### config.mk
export PLATFORM = sky130hd
export DESIGN_NAME = arb_resp_router_flat
export DESIGN_NICKNAME = d
export VERILOG_FILES = /design/src/rtl/arb_resp_router_pkg.sv /design/src/rtl/arb_resp_router_if.sv /design/src/rtl/arb_resp_router_id_fifo.sv /design/src/rtl/arb_resp_router.sv /design/src/flat_wrapper.sv
export SDC_FILE = /design/constraint.sdc
export NUM_CORES = 1
export LEC_CHECK = 0
export BUFFER_PORTS_ARGS = -buffer_cell sky130_fd_sc_hd__buf_2
export CORE_ASPECT_RATIO = 0.75
export CORE_MARGIN = 3
export CORE_UTILIZATION = 28
export DETAILED_ROUTE_END_ITERATION = 10
export GPL_TIMING_DRIVEN = 0
export PLACE_DENSITY = 0.77
export SYNTH_ARGS = -nofsm -noshare
export SYNTH_HDL_FRONTEND = slang
export SYNTH_SLANG_ARGS = --single-unit
### constraint.sdc
create_clock -name clk_i -period 3.3 [get_ports clk_i]
set_input_delay 0.33 -clock clk_i [delete_from_list [all_inputs] [get_ports clk_i]]
set_output_delay 0.33 -clock clk_i [all_outputs]
set_load 0.01 [all_outputs]
### src/rtl/arb_resp_router_pkg.sv
// Shared types and helpers for the arbiter response router.
// Occupancy counters need one more code than the depth.
package arb_resp_pkg;

  localparam int unsigned DefNumIn = 4;

  typedef logic [$clog2(DefNumIn)-1:0] idx_t;

  function automatic int unsigned clog2p1(
    input int unsigned n
  );
    return $clog2(n + 1);
  endfunction

endpackage

### src/rtl/arb_resp_router_if.sv
// Arbiter-side, slave-side and requester-side signals of the router.
// The slave modport is the router's view; master is the environment.
interface arb_resp_router_if #(
  parameter int unsigned NumIn          = 4,
  parameter int unsigned ReqWidth       = 32,
  parameter int unsigned RspWidth       = 32,
  parameter int unsigned MaxOutstanding = 4
);
  import arb_resp_pkg::*;

  localparam int unsigned IdxWidth = $clog2(NumIn);
  localparam int unsigned CntWidth = clog2p1(MaxOutstanding);

  logic                arb_req_i;
  logic [ReqWidth-1:0] arb_data_i;
  logic [IdxWidth-1:0] arb_idx_i;
  logic                arb_gnt_o;
  logic                slv_req_o;
  logic [ReqWidth-1:0] slv_data_o;
  logic                slv_gnt_i;
  logic                slv_rsp_valid_i;
  logic [RspWidth-1:0] slv_rsp_data_i;
  logic                slv_rsp_ready_o;
  logic [NumIn-1:0]    rsp_valid_o;
  logic [RspWidth-1:0] rsp_data_o;
  logic [NumIn-1:0]    rsp_ready_i;
  logic [CntWidth-1:0] outstanding_o;
  logic                orphan_err_o;

  modport slave (
    input  arb_req_i,
    input  arb_data_i,
    input  arb_idx_i,
    output arb_gnt_o,
    output slv_req_o,
    output slv_data_o,
    input  slv_gnt_i,
    input  slv_rsp_valid_i,
    input  slv_rsp_data_i,
    output slv_rsp_ready_o,
    output rsp_valid_o,
    output rsp_data_o,
    input  rsp_ready_i,
    output outstanding_o,
    output orphan_err_o
  );

  modport master (
    output arb_req_i,
    output arb_data_i,
    output arb_idx_i,
    input  arb_gnt_o,
    input  slv_req_o,
    input  slv_data_o,
    output slv_gnt_i,
    output slv_rsp_valid_i,
    output slv_rsp_data_i,
    input  slv_rsp_ready_o,
    input  rsp_valid_o,
    input  rsp_data_o,
    output rsp_ready_i,
    input  outstanding_o,
    input  orphan_err_o
  );

endinterface

### src/rtl/arb_resp_router_id_fifo.sv
// Circular FIFO of winning requester indices, one entry per
// in-flight transaction; depth need not be a power of two.
module arb_resp_id_fifo
  import arb_resp_pkg::*;
#(
  parameter int unsigned Depth    = 4,
  parameter int unsigned IdxWidth = 2
) (
  input  logic                         clk_i,
  input  logic                         rst_i,
  input  logic                         flush,
  input  logic                         push,
  input  logic [IdxWidth-1:0]          wdata,
  input  logic                         pop,
  output logic                         full,
  output logic                         empty,
  output logic [IdxWidth-1:0]          head,
  output logic [clog2p1(Depth)-1:0]    count
);

  localparam int unsigned PtrWidth =
    (Depth > 1) ? $clog2(Depth) : 1;
  localparam int unsigned CntWidth = clog2p1(Depth);

  typedef logic [PtrWidth-1:0] ptr_t;

  logic [IdxWidth-1:0] mem [Depth];
  ptr_t                rd_ptr;
  ptr_t                wr_ptr;
  logic                push_ok;
  logic                pop_ok;

  function automatic ptr_t inc(input ptr_t p);
    return (p == ptr_t'(Depth - 1)) ? '0 : p + 1'b1;
  endfunction

  assign full    = (count == CntWidth'(Depth));
  assign empty   = (count == '0);
  assign head    = mem[rd_ptr];
  assign push_ok = push & ~full;
  assign pop_ok  = pop & ~empty;

  always_ff @(posedge clk_i or posedge rst_i) begin
    if (rst_i) begin
      rd_ptr <= '0;
      wr_ptr <= '0;
      count  <= '0;
    end else if (flush) begin
      rd_ptr <= '0;
      wr_ptr <= '0;
      count  <= '0;
    end else begin
      if (push_ok) wr_ptr <= inc(wr_ptr);
      if (pop_ok)  rd_ptr <= inc(rd_ptr);
      if (push_ok && !pop_ok)
        count <= count + 1'b1;
      else if (pop_ok && !push_ok)
        count <= count - 1'b1;
    end
  end

  // Payload storage carries no reset; occupancy qualifies it.
  always_ff @(posedge clk_i) begin
    if (push_ok) mem[wr_ptr] <= wdata;
  end

  a_no_push_full: assert property (
    @(posedge clk_i) disable iff (rst_i)
    !(push && full)
  );

  a_count_max: assert property (
    @(posedge clk_i) disable iff (rst_i)
    count <= CntWidth'(Depth)
  );

endmodule

### src/rtl/arb_resp_router.sv
// Forwards granted arbiter requests to one slave, remembers the
// winner per transaction and steers in-order responses back.
module arb_resp_router
  import arb_resp_pkg::*;
#(
  parameter int unsigned NumIn          = 4,
  parameter int unsigned ReqWidth       = 32,
  parameter int unsigned RspWidth       = 32,
  parameter int unsigned MaxOutstanding = 4
) (
  input logic               clk_i,
  input logic               rst_i,
  input logic               flush_i,
  arb_resp_router_if.slave  bus
);

  localparam int unsigned IdxWidth = $clog2(NumIn);
  localparam int unsigned CntWidth = clog2p1(MaxOutstanding);

  logic                full;
  logic                empty;
  logic                push;
  logic                pop;
  logic                orphan_q;
  logic [IdxWidth-1:0] head;
  logic [CntWidth-1:0] count;

  arb_resp_id_fifo #(
    .Depth    (MaxOutstanding),
    .IdxWidth (IdxWidth)
  ) u_fifo (
    .clk_i (clk_i),
    .rst_i (rst_i),
    .flush (flush_i),
    .push  (push),
    .wdata (bus.arb_idx_i),
    .pop   (pop),
    .full  (full),
    .empty (empty),
    .head  (head),
    .count (count)
  );

  assign bus.slv_req_o  = bus.arb_req_i & ~full;
  assign bus.slv_data_o = bus.arb_data_i;
  assign bus.arb_gnt_o  = bus.slv_gnt_i & ~full & ~rst_i;
  assign push = bus.arb_req_i & bus.arb_gnt_o;

  // With nothing outstanding, responses are drained as orphans.
  assign bus.slv_rsp_ready_o = empty | bus.rsp_ready_i[head];
  assign bus.rsp_data_o      = bus.slv_rsp_data_i;
  assign pop = bus.slv_rsp_valid_i
             & bus.slv_rsp_ready_o
             & ~empty;

  always_comb begin
    bus.rsp_valid_o = '0;
    if (bus.slv_rsp_valid_i && !empty && !rst_i)
      bus.rsp_valid_o[head] = 1'b1;
  end

  always_ff @(posedge clk_i or posedge rst_i) begin
    if (rst_i)
      orphan_q <= 1'b0;
    else if (flush_i)
      orphan_q <= 1'b0;
    else if (bus.slv_rsp_valid_i && empty)
      orphan_q <= 1'b1;
  end

  assign bus.orphan_err_o  = orphan_q;
  assign bus.outstanding_o = count;

  a_onehot: assert property (
    @(posedge clk_i) disable iff (rst_i)
    $onehot0(bus.rsp_valid_o)
  );

  a_gnt: assert property (
    @(posedge clk_i) disable iff (rst_i)
    bus.arb_gnt_o |-> bus.slv_gnt_i
  );

endmodule
### src/flat_wrapper.sv
// flat-port wrapper written by rule: the top's interface ports become plain ports
module arb_resp_router_flat import arb_resp_pkg::*;
#(
  parameter int unsigned NumIn          = 4,
  parameter int unsigned ReqWidth       = 32,
  parameter int unsigned RspWidth       = 32,
  parameter int unsigned MaxOutstanding = 4
)
  (clk_i, rst_i, flush_i, bus_arb_req_i, bus_arb_data_i, bus_arb_idx_i, bus_arb_gnt_o, bus_slv_req_o, bus_slv_data_o, bus_slv_gnt_i, bus_slv_rsp_valid_i, bus_slv_rsp_data_i, bus_slv_rsp_ready_o, bus_rsp_valid_o, bus_rsp_data_o, bus_rsp_ready_i, bus_outstanding_o, bus_orphan_err_o);
  arb_resp_router_if #(.NumIn(NumIn), .ReqWidth(ReqWidth), .RspWidth(RspWidth), .MaxOutstanding(MaxOutstanding)) bus_i ();
  input logic clk_i;
  input logic rst_i;
  input logic flush_i;
  input wire logic [$bits(bus_i.arb_req_i)-1:0] bus_arb_req_i;
  input wire logic [$bits(bus_i.arb_data_i)-1:0] bus_arb_data_i;
  input wire logic [$bits(bus_i.arb_idx_i)-1:0] bus_arb_idx_i;
  output wire logic [$bits(bus_i.arb_gnt_o)-1:0] bus_arb_gnt_o;
  output wire logic [$bits(bus_i.slv_req_o)-1:0] bus_slv_req_o;
  output wire logic [$bits(bus_i.slv_data_o)-1:0] bus_slv_data_o;
  input wire logic [$bits(bus_i.slv_gnt_i)-1:0] bus_slv_gnt_i;
  input wire logic [$bits(bus_i.slv_rsp_valid_i)-1:0] bus_slv_rsp_valid_i;
  input wire logic [$bits(bus_i.slv_rsp_data_i)-1:0] bus_slv_rsp_data_i;
  output wire logic [$bits(bus_i.slv_rsp_ready_o)-1:0] bus_slv_rsp_ready_o;
  output wire logic [$bits(bus_i.rsp_valid_o)-1:0] bus_rsp_valid_o;
  output wire logic [$bits(bus_i.rsp_data_o)-1:0] bus_rsp_data_o;
  input wire logic [$bits(bus_i.rsp_ready_i)-1:0] bus_rsp_ready_i;
  output wire logic [$bits(bus_i.outstanding_o)-1:0] bus_outstanding_o;
  output wire logic [$bits(bus_i.orphan_err_o)-1:0] bus_orphan_err_o;
  assign bus_i.arb_req_i = bus_arb_req_i;
  assign bus_i.arb_data_i = bus_arb_data_i;
  assign bus_i.arb_idx_i = bus_arb_idx_i;
  assign bus_arb_gnt_o = bus_i.arb_gnt_o;
  assign bus_slv_req_o = bus_i.slv_req_o;
  assign bus_slv_data_o = bus_i.slv_data_o;
  assign bus_i.slv_gnt_i = bus_slv_gnt_i;
  assign bus_i.slv_rsp_valid_i = bus_slv_rsp_valid_i;
  assign bus_i.slv_rsp_data_i = bus_slv_rsp_data_i;
  assign bus_slv_rsp_ready_o = bus_i.slv_rsp_ready_o;
  assign bus_rsp_valid_o = bus_i.rsp_valid_o;
  assign bus_rsp_data_o = bus_i.rsp_data_o;
  assign bus_i.rsp_ready_i = bus_rsp_ready_i;
  assign bus_outstanding_o = bus_i.outstanding_o;
  assign bus_orphan_err_o = bus_i.orphan_err_o;
  arb_resp_router #(.NumIn(NumIn), .ReqWidth(ReqWidth), .RspWidth(RspWidth), .MaxOutstanding(MaxOutstanding)) u_core (.clk_i(clk_i), .rst_i(rst_i), .flush_i(flush_i), .bus(bus_i));
endmodule
# Word-level counts from Yosys, hierarchy flattened
# Memory sizes are Yosys's and may differ from the RTL's.
# Index checks and enable logic that the tools add are counted.
[word_totals]
wordCells = 59
mem_bits_ro = 0
n_memories = 1
input_bits = 76
latchBits = 0
mem_bits_rw = 8
ff_bits = 8
[memory_table]
columns = ["name", "depth", "word_bits", "read_ports", "rd_ports_with_merged_regs", "write_ports", "line", "rtl"]
rows = [
  ["u_core.u_fifo.mem", 4, 2, 1, 0, 1, "arb_resp_router_id_fifo.sv:27", "logic [IdxWidth-1:0] mem [Depth];"],
]
[op_classes]
n_eq_ne = 3
addsub = 4
muxes = 18
n_reduce_logical = 15
multipliers = 0
magnitude_cmp = 2
div_mod_pow = 0
shifts = 0
bitwise = 12
[op_table]
columns = ["cell", "n"]
rows = [
  ["$mux 2", 6],
  ["$mux 3", 3],
  ["$and 1x1->1", 8],
  ["$logic_and 1x1->1", 6],
  ["$mux 1", 6],
  ["$reduce_bool 2->1", 3],
  ["$add 2x1->2 const B", 2],
  ["$eq 2x2->1 const B", 2],
  ["$logic_not 1->1", 4],
  ["$mux 4", 1],
  ["$add 3x1->3 const B", 1],
  ["$eq 3x3->1 const B", 1],
  ["$logic_not 3->1", 1],
  ["$lt 2x3->1 const B", 1],
  ["$not 1->1", 3],
  ["$reduce_bool 3->1", 1],
  ["$sub 3x1->3 const B", 1],
  ["$bmux 1 s2", 1],
  ["$demux 1 s2", 1],
  ["$ge 2x1->1 const B", 1],
  ["$or 1x1->1", 1],
]

# Depth between registers and ports, before layout
# Gate-level depths: netlist of the first run.
[logic_depth]
ltp_word = 11
mapped_depth = 9
ltp_nobuf = 9

# Hierarchy
# A second synthesis of the first run with hierarchy kept.
[hier_totals]
hier_cells = 138
area_unflattened_um2 = 1388.8
[by_module_without_submodules]
columns = ["mod", "seq_area_each_um2", "cells_per_inst", "instances", "area_each_um2"]
rows = [
  ["arb_resp_id_fifo", 415.4, 59, 1, 775.7],
  ["arb_resp_router", 25.0, 79, 1, 613.1],
]

# Worst setup path before layout of the first run
# OpenSTA, ideal clock, no wires.
[synth_path]
kind = "reg-to-reg"
start = "reg u_core.u_fifo.rd_ptr[0]"
end = "reg u_core.u_fifo.count[2]"
path_slack_ps = 941
n_path_buf = 0
stages_incl_launch_ff = 10
period_less_slack_ps = 2359
arrival_time_ps = 2238
cell_sequence = "dfrtp_1 -> mux4_2 -> mux2i_1 -> mux2i_2 -> a21oi_2 -> fa_1 -> nor2_1 -> nor2_1 -> o21ai_0 -> nand2_1"
[synth_between]
elab_chain_len = 11
elab_cells_between_ends = 13
[synth_rtl]
columns = ["element", "line", "rtl"]
rows = [
  ["from (decl)", "arb_resp_router_id_fifo.sv:28", "ptr_t rd_ptr;"],
  ["from (signal assigned)", "arb_resp_router_id_fifo.sv:54", "if (pop_ok) rd_ptr <= inc(rd_ptr);"],
  ["$mem_v2 4x2 (*)", "n/a", ""],
  ["$bmux 1 s2 (*)", "arb_resp_router.sv:50", "assign bus.slv_rsp_ready_o = empty | bus.rsp_ready_i[head];"],
  ["$mux 1 (not written as such) (*)", "arb_resp_router.sv:50", ""],
  ["$or 1x1->1 (*)", "arb_resp_router.sv:50", ""],
  ["$and 1x1->1 (*)", "arb_resp_router.sv:53", "& bus.slv_rsp_ready_o"],
  ["$and 1x1->1 (*)", "arb_resp_router.sv:54", "& ~empty;"],
  ["$and 1x1->1 (*)", "arb_resp_router_id_fifo.sv:41", "assign pop_ok = pop & ~empty;"],
  ["$logic_not 1->1", "arb_resp_router_id_fifo.sv:55", "if (push_ok && !pop_ok)"],
  ["$logic_and 1x1->1", "arb_resp_router_id_fifo.sv:55", ""],
  ["$mux 3", "arb_resp_router_id_fifo.sv:55", ""],
  ["$mux 3", "arb_resp_router_id_fifo.sv:48", "end else if (flush) begin"],
  ["to (signal assigned)", "arb_resp_router_id_fifo.sv:56", "count <= count + 1'b1;"],
  ["to (signal assigned)", "arb_resp_router_id_fifo.sv:58", "count <= count - 1'b1;"],
  ["to (decl)", "arb_resp_router_id_fifo.sv:18", "output logic [clog2p1(Depth)-1:0] count"],
]
# Every way passes the cells marked *; elsewhere a longest branch is shown, timed or not. The select of a mux whose other input is x is not followed.
# A chain may end at the register's enable or synchronous reset.

# Worst setup path after layout of the first run
# Ends and elaborated chain as after synthesis.

==> results_dict.tcl, run 1 <==
set metrics [dict create \
    num_vias 1194 \
    drive_gt1_share_pct 67.2 \
    synthMuxAreaShare_pct 7.04 \
    synth_nets 234 \
    post_cts_buffers 0 \
    power_mw 0.617 \
    hold_viol_final 0 \
    yosysMostFrequentCell "buf_4" \
    detailed_place_hpwl_um 2980 \
    worst_slew_pin_slew_ns 0.502 \
    hold_buffers 0 \
    synth.largest_area_cell "buf_4" \
    rsz0062_at_grt "false" \
    ys_ff_latch 16 \
    slew_headroom_pct 66.5 \
    ys.flop_type "edfxtp_1" \
    start_kind "flip-flop" \
    ys_warn_count 0 \
    worstPathRequired_ns 3.44 \
    grt_pass1_vias 1039 \
    peakVddDrop_mv 0.133 \
    synth_top_area_share_pct 33.8 \
    initial_core_util_pct 30.4 \
    insertion_delay_ns 0.25 \
    cts_tree "done" \
    grt_pass1_wl_um 4570 \
    diodes 0 \
    power.leakage_nw 1.07 \
    cp.arrival_ns 2.71 \
    synth_compound_area_share_pct 5.54 \
    cts.clk_slew.worst_paths_ns 0.07 \
    synth_area_mm2 0.00142 \
    cts_resized 0 \
    io_pins 151 \
    finalSetupViolCount 0 \
    synthSimpleGateAreaFrac_pct 14.8 \
    drv_slew 0 \
    grt.overflow.total 0 \
    period_needed_ns 2.57 \
    cpMostUsedCell "nor2_1" \
    ys_seq_area_share_pct 31.0 \
    routed_via_density 4.01 \
    tns_ns 0 \
    synth-xor-area-share_pct 0 \
    p_per_area_mw_per_mm2 314 \
    timing.hold.ws_ns 0.0644 \
    area_delta_synth_final_pct 38.1 \
    slowest_delay_ns 0.61 \
    die_y_um 67.7 \
    clock_skew_ns 0.00207 \
    grt_max_degree 11 \
    cp_cell_sequence "mux4_2 > mux2i_1 > mux2i_2 > a21oi_2 > fa_1 > nor2_1 > nor2_1 > o21ai_0 > nand2_1" \
    synthAdderAreaFrac_pct 5.80 \
    critPathMaxFanout 5 \
    fp.dieW_um 88.3 \
    r2r-end "u_core.u_fifo.count[2]" \
    fmax_ghz 0.389 \
    routed_wl_um 3410 \
    die-area_mm2 0.00598 \
    ant_nets 0 \
    synth.area.top_cells "buf_4 (34%), edfxtp_1 (17%), dfrtp_1 (14%), ha_1 (4.4%), mux4_2 (3.2%)" \
    antenna_found_initial 0 \
    routedWlPerCell_um 11.4 \
    portBuffers 85 \
    core-area_mm2 0.00468 \
    synth_top_family_by_area "buffers and inverters" \
    timing.rr.start "u_core.u_fifo.rd_ptr[0]" \
    async_flop_share_pct 50.0 \
    h-tree-depth 1 \
    reg2regPathDepth 9 \
    cts.sinks 16 \
    first_pass_iters 4 \
    cts_root_buf "clkbuf_8" \
    final_nets 324 \
    netlist_instances 152 \
    cts_buffers 3 \
    clockBufferDepth 2 \
    synth_edf_count 8 \
    rows 21 \
    period_share_pct 77.9 \
    status "complete, no violations" \
    track_usage_pct 9.70 \
    slowest_stage "mux4_2" \
    drc 0 \
    syn_area_per_cell_um2 9.36 \
    crit_path_end_kind "flip-flop" \
    critical_path_class "flip-flop to flip-flop" \
    yosys-top-cells-count "buf_4 (64), nor2_1 (10), dfrtp_1 (8), edfxtp_1 (8)" \
    cap_violations 0 \
    r2r_setup_slack_ns 0.73 \
    synth_cell_type_count 30 \
    hp-class "primary input to asynchronous set/reset pin" \
    first_iter_violations 15 \
    place_congestion 0.744 \
]
==> worst max path at each step <==
stage,startpoint,to,slack (ns),depth (start not counted)
detailed placement,u_core.u_fifo.rd_ptr[0],u_core.u_fifo.count[2],0.77,9
CTS,u_core.u_fifo.rd_ptr[0],u_core.u_fifo.count[2],0.72,9
finish,u_core.u_fifo.rd_ptr[0],u_core.u_fifo.count[2],0.73,9
global route,u_core.u_fifo.rd_ptr[0],u_core.u_fifo.count[2],0.54,9
global placement,u_core.u_fifo.rd_ptr[0],u_core.u_fifo.count[2],0.81,9
floorplan,u_core.u_fifo.rd_ptr[0],u_core.u_fifo.count[2],0.94,9
==> state kept, by name, summed over array words and instances, names as in the netlist <==
signal / flops
u_core.u_fifo.mem: 8
u_core.u_fifo.count: 3
u_core.u_fifo.rd_ptr: 2
u_core.u_fifo.wr_ptr: 2
u_core.bus.orphan_err_o: 1
==> report_power, final <==
group | internal (mW) | leakage [nW] | switching (mW) | total (mW)
logic | 0.124 | 0.869 | 0.106 | 0.230
registers | 0.220 | 0.181 | 0.0135 | 0.234
clock network | 0.0826 | 0.0231 | 0.0710 | 0.154
total | 0.427 | 1.07 | 0.190 | 0.617
==> metal layers <==
metal  global-route usage [%]  share of wire, %
met1                     10.4                33
met2                     18.4                57
met3                     4.02               9.0
met4                     1.13              0.18
met5                        0                 0
==> per-stage QoR <==
step	utilization, %	cell area, µm²	worst slack (ns)	instances
3_3_place_gp	41.0	1920	0.814	294
5_1_grt	42.0	1960	0.540	298
2_1_floorplan	-	1420	0.941	152
6_report	42.0	1960	0.731	298
4_1_cts	42.0	1960	0.721	298
3_5_place_dp	41.0	1920	0.766	294
==> cells by family (layout without fill, tap and decap cells) <==
logic type | after synthesis | count (layout)
adders and majority gates | 6 | 6
buffers and inverters | 72 | 161
AOI/OAI and AO/OA | 13 | 13
muxes | 7 | 7
DFF | 16 | 16
and+or+nand+nor | 38 | 38
==> critical path: cells and delay by family, from the launching register on <==
family          cells  cell delay, ns
mux                 3            1.03
flops               1            0.46
fa+ha+maj           1            0.43
compound gates      2            0.29
simple gates        3            0.25
==> area by class of cell <==
| type | instances | area [µm²] |
|---|---|---|
| inverter | 7 | 26.3 |
| fill | 457 | 2710 |
| clock inverter | 1 | 3.75 |
| sequential | 16 | 440 |
| multi-input combinational | 64 | 472 |
| buffer | 65 | 484 |
| clock buffer | 3 | 41.3 |
| timing repair buffer | 85 | 425 |
| tap | 57 | 71.3 |
==> layout by cell type (no fill, tap or decap), types with 2 or more instances in the layout <==
cell type   n
nor2_1     10
ha_1        5
inv_1       6
o21ai_0     3
or3_1       2
dfrtp_1     8
buf_4      64
a21oi_2     2
nor3b_2     2
and2_1      4
clkinv_1    2
clkbuf_8    3
edfxtp_1    8
nand2_1     5
a21oi_1     6
mux4_2      2
buf_2      85
mux2i_1     3
nor3_1      5
nand2b_1    4
No activity file was read; power rests on OpenSTA's default activity.
==> inputs of run 2 (changes only) <==
--- a/config.mk
+++ b/config.mk
@@ -5,13 +5,14 @@
 export SDC_FILE = /design/constraint.sdc
 export NUM_CORES = 1
 export LEC_CHECK = 0
+export ABC_AREA = 1
 export BUFFER_PORTS_ARGS = -buffer_cell sky130_fd_sc_hd__buf_2
 export CORE_ASPECT_RATIO = 0.75
 export CORE_MARGIN = 3
 export CORE_UTILIZATION = 28
 export DETAILED_ROUTE_END_ITERATION = 10
 export GPL_TIMING_DRIVEN = 0
-export PLACE_DENSITY = 0.77
+export PLACE_DENSITY = 0.76
 export SYNTH_ARGS = -nofsm -noshare
 export SYNTH_HDL_FRONTEND = slang
 export SYNTH_SLANG_ARGS = --single-unit
==> constraint.sdc (replaced) <==
create_clock -name clk_i -period 2.7 [get_ports clk_i]
set_input_delay 0.27 -clock clk_i [delete_from_list [all_inputs] [get_ports clk_i]]
set_output_delay 0.27 -clock clk_i [all_outputs]
set_load 0.01 [all_outputs]
==> run 2 against run 1 <==
Register-to-register slack lost 0.41 ns. Critical path depth grew 7. Clock skew is essentially flat. Synthesized area grew 2.2%. Worst hold slack gained 0.16 ns.
==> results_dict.tcl, run 2 <==
set metrics [dict create \
    critical_path_class "primary input to flip-flop" \
    final_nets 353 \
    grt_pass1_wl_um 4410 \
    diodes 0 \
    hold_viol_final 0 \
    portBuffers 86 \
    cts_resized 0 \
    h-tree-depth 1 \
    p_seq_share_pct 29.4 \
    peakVddDrop_mv 0.305 \
    ant_nets 0 \
    power.leakage_nw 1.15 \
    hold-path-cell-count 1 \
    cts.sinks 16 \
    synth_edf_count 8 \
    initial_core_util_pct 29.3 \
    synth.largest_area_cell "buf_4" \
    drive_gt1_share_pct 64.1 \
    grt.overflow.total 0 \
    switching_share_pct 43.1 \
    routed_via_density 3.83 \
    cts.clk_slew.worst_paths_ns 0.06 \
    routedWlPerCell_um 10.3 \
    ys.flop_type "edfxtp_1" \
    area_delta_synth_final_pct 38.6 \
    hp-class "primary input to flip-flop" \
    drv_slew 0 \
    routed_wl_um 3390 \
    period_needed_ns 2.39 \
    clock_skew_ns 0.00214 \
    r2r_setup_slack_ns 0.32 \
    antenna_found_initial 0 \
    ys_warn_count 0 \
    ys_ff_latch 16 \
    fp.dieW_um 89.2 \
    r2r-end "u_core.u_fifo.count[2]" \
    cts_buffers 3 \
    grt_max_degree 11 \
    grt_use_met2_pct 13.1 \
    synth.area.top_cells "buf_4 (33%), edfxtp_1 (17%), dfrtp_1 (14%), nand2_1 (7.0%), ha_1 (4.3%)" \
    core-area_mm2 0.00495 \
    largest_reg_flops 8 \
    power.switching_mw 0.507 \
    status "complete, no violations" \
    first_iter_violations 65 \
    final_area_mm2 0.00201 \
    yosysMostFrequentCell "buf_4" \
    first_pass_iters 4 \
    reg2regPathDepth 18 \
    crit_path_end_kind "flip-flop" \
    syn_area_per_cell_um2 8.12 \
    cap_violations 0 \
    rsz0062_at_grt "false" \
    drc 0 \
    reg_top3 "u_core.u_fifo.mem x8, u_core.u_fifo.count x3" \
    p_int_mw 0.668 \
    period_share_pct 88.6 \
    combPwrFrac_pct 54.9 \
    rows 22 \
    die_y_um 68.4 \
    busiest_layer "met1" \
    die-area_mm2 0.00610 \
    worstPathRequired_ns 2.84 \
    regMostFlops "u_core.u_fifo.mem" \
    critPathMaxFanout 10 \
    num_vias 1264 \
    final_cell_mix "buf_2 (86), buf_4 (64), nand2_1 (27)" \
    synth_cell_type_count 20 \
    holdCritStartpoint "bus_arb_idx_i[1]" \
    timing.rr.start "u_core.u_fifo.rd_ptr[0]" \
    tns_ns 0 \
    worst_slew_pin_slew_ns 0.383 \
    track_usage_pct 9.43 \
    start_kind "primary input" \
    ys_seq_area_share_pct 30.3 \
    synth_top_area_share_pct 33.0 \
    place_area_mm2 0.00196 \
    cp.arrival_ns 2.54 \
    yosys-top-cells-count "buf_4 (64), nand2_1 (27), inv_1 (14)" \
    cts_root_buf "clkbuf_8" \
    final_common_cell "buf_2" \
    netlist_instances 179 \
    detailed_place_hpwl_um 2910 \
    synth_nets 261 \
    p_per_area_mw_per_mm2 583 \
    clockBufferDepth 2 \
    grt_pass1_vias 973 \
    cts_tree "done" \
    synth_area_mm2 0.00145 \
    io_pins 151 \
    clock_power_share_pct 15.7 \
    grt_use_met3_pct 3.37 \
    grt_use_met1_pct 13.7 \
    place_congestion 0.728 \
    holdPathEnd "u_core.u_fifo.mem[1][1]" \
    finalSetupViolCount 0 \
    async_flop_share_pct 50.0 \
    slew_headroom_pct 74.5 \
    insertion_delay_ns 0.25 \
    fmax_ghz 0.418 \
]
## run 2: cell types whose count changed after synthesis, sizes merged, moves of 2 or more
| cell | before | now |
|---|---|---|
| a21oi | 8 | 2 |
| and2 | 4 | 0 |
| inv | 6 | 21 |
| mux2i | 4 | 0 |
| mux4 | 2 | 0 |
| nand2 | 6 | 34 |
| nand2b | 4 | 0 |
| nand3 | 1 | 12 |
| nand4 | 0 | 3 |
| nor3b | 2 | 0 |
| o21ai | 3 | 5 |
| or3 | 2 | 0 |
## run 2: final cells by class
type                            instances  area, µm²
Clock buffer                            3       41.3
Tap cell                               60       75.1
Buffer                                 64        480
Timing Repair Buffer                   87        440
Sequential cell                        16        440
Multi-Input combinational cell         78        454
Clock inverter                          1       3.75
Fill cell                             503       2940
Inverter                               21       78.8
## run 2: worst max-delay path by stage
stage                                 start                endpoint  slack, ns  cells past startpoint
global route                          rst_i  u_core.u_fifo.count[2]       0.03                     16
CTS                                   rst_i  u_core.u_fifo.count[2]       0.28                     16
detailed placement  u_core.u_fifo.rd_ptr[0]  u_core.u_fifo.count[2]       0.34                     18
finish                                rst_i  u_core.u_fifo.count[2]       0.31                     16
global placement    u_core.u_fifo.rd_ptr[0]  u_core.u_fifo.count[2]       0.40                     18
floorplan            u_core.u_fifo.count[1]  u_core.u_fifo.count[2]       0.61                     15
## run 2: metal layers
metal  share of wire [%]  up-vias
li1                    -      678
met1                  44      529
met2                  46       53
met3                 9.2        4
met4                0.68        0
met5                   0        -
## run 2: logic make-up (layout without fill, tap and decap cells)
kind of cell | count (synthesis) | in the layout | synth area share [%]
buf+inv | 85 | 176 | 38.5
compound gates | 8 | 8 | 3.44
simple gates | 63 | 63 | 21.5
flops | 16 | 16 | 30.3
fa+ha+maj | 6 | 6 | 5.68
xor+xnor | 1 | 1 | 0.603
## run 2: worst max-delay path, stage by stage
cell	delay [ns]
dlygate4sd3_1	0.53
buf_2	0.10
inv_1	0.17
nand2_1	0.11
nor2_1	0.05
nand2_1	0.21
inv_2	0.11
nand2_4	0.11
inv_2	0.04
fa_1	0.37
xnor2_1	0.20
inv_1	0.06
nand2_1	0.06
nand2_1	0.04
nand2_1	0.06
nand2_1	0.05
## run 2: timing repair
item,in CTS,in global routing
buffers inserted,0,0
endpoints found under the hold margin,8,0
hold buffers,1,0
## run 2: power groups by stage
stage	sequential (mW)	clock [mW]	combinational, mW
floorplan	0.349	0	0.459
global placement	0.347	0	0.635
detailed placement	0.350	0	0.649
CTS	0.345	0.189	0.652
global route	0.352	0.202	0.728
finish	0.346	0.184	0.646
## run 2: through the flow
step	std cells	hold WS, ns	util (%)	worst slack, ns	power (mW)
after detailed placement	325	0.269	39.5	0.340	0.999
after floorplan	179	0.102	-	0.610	0.807
final	330	0.229	40.7	0.307	1.18
after global placement	325	0.259	39.5	0.404	0.982
after global routing	330	0.232	40.7	0.0327	1.28
after CTS	330	0.222	40.7	0.277	1.19
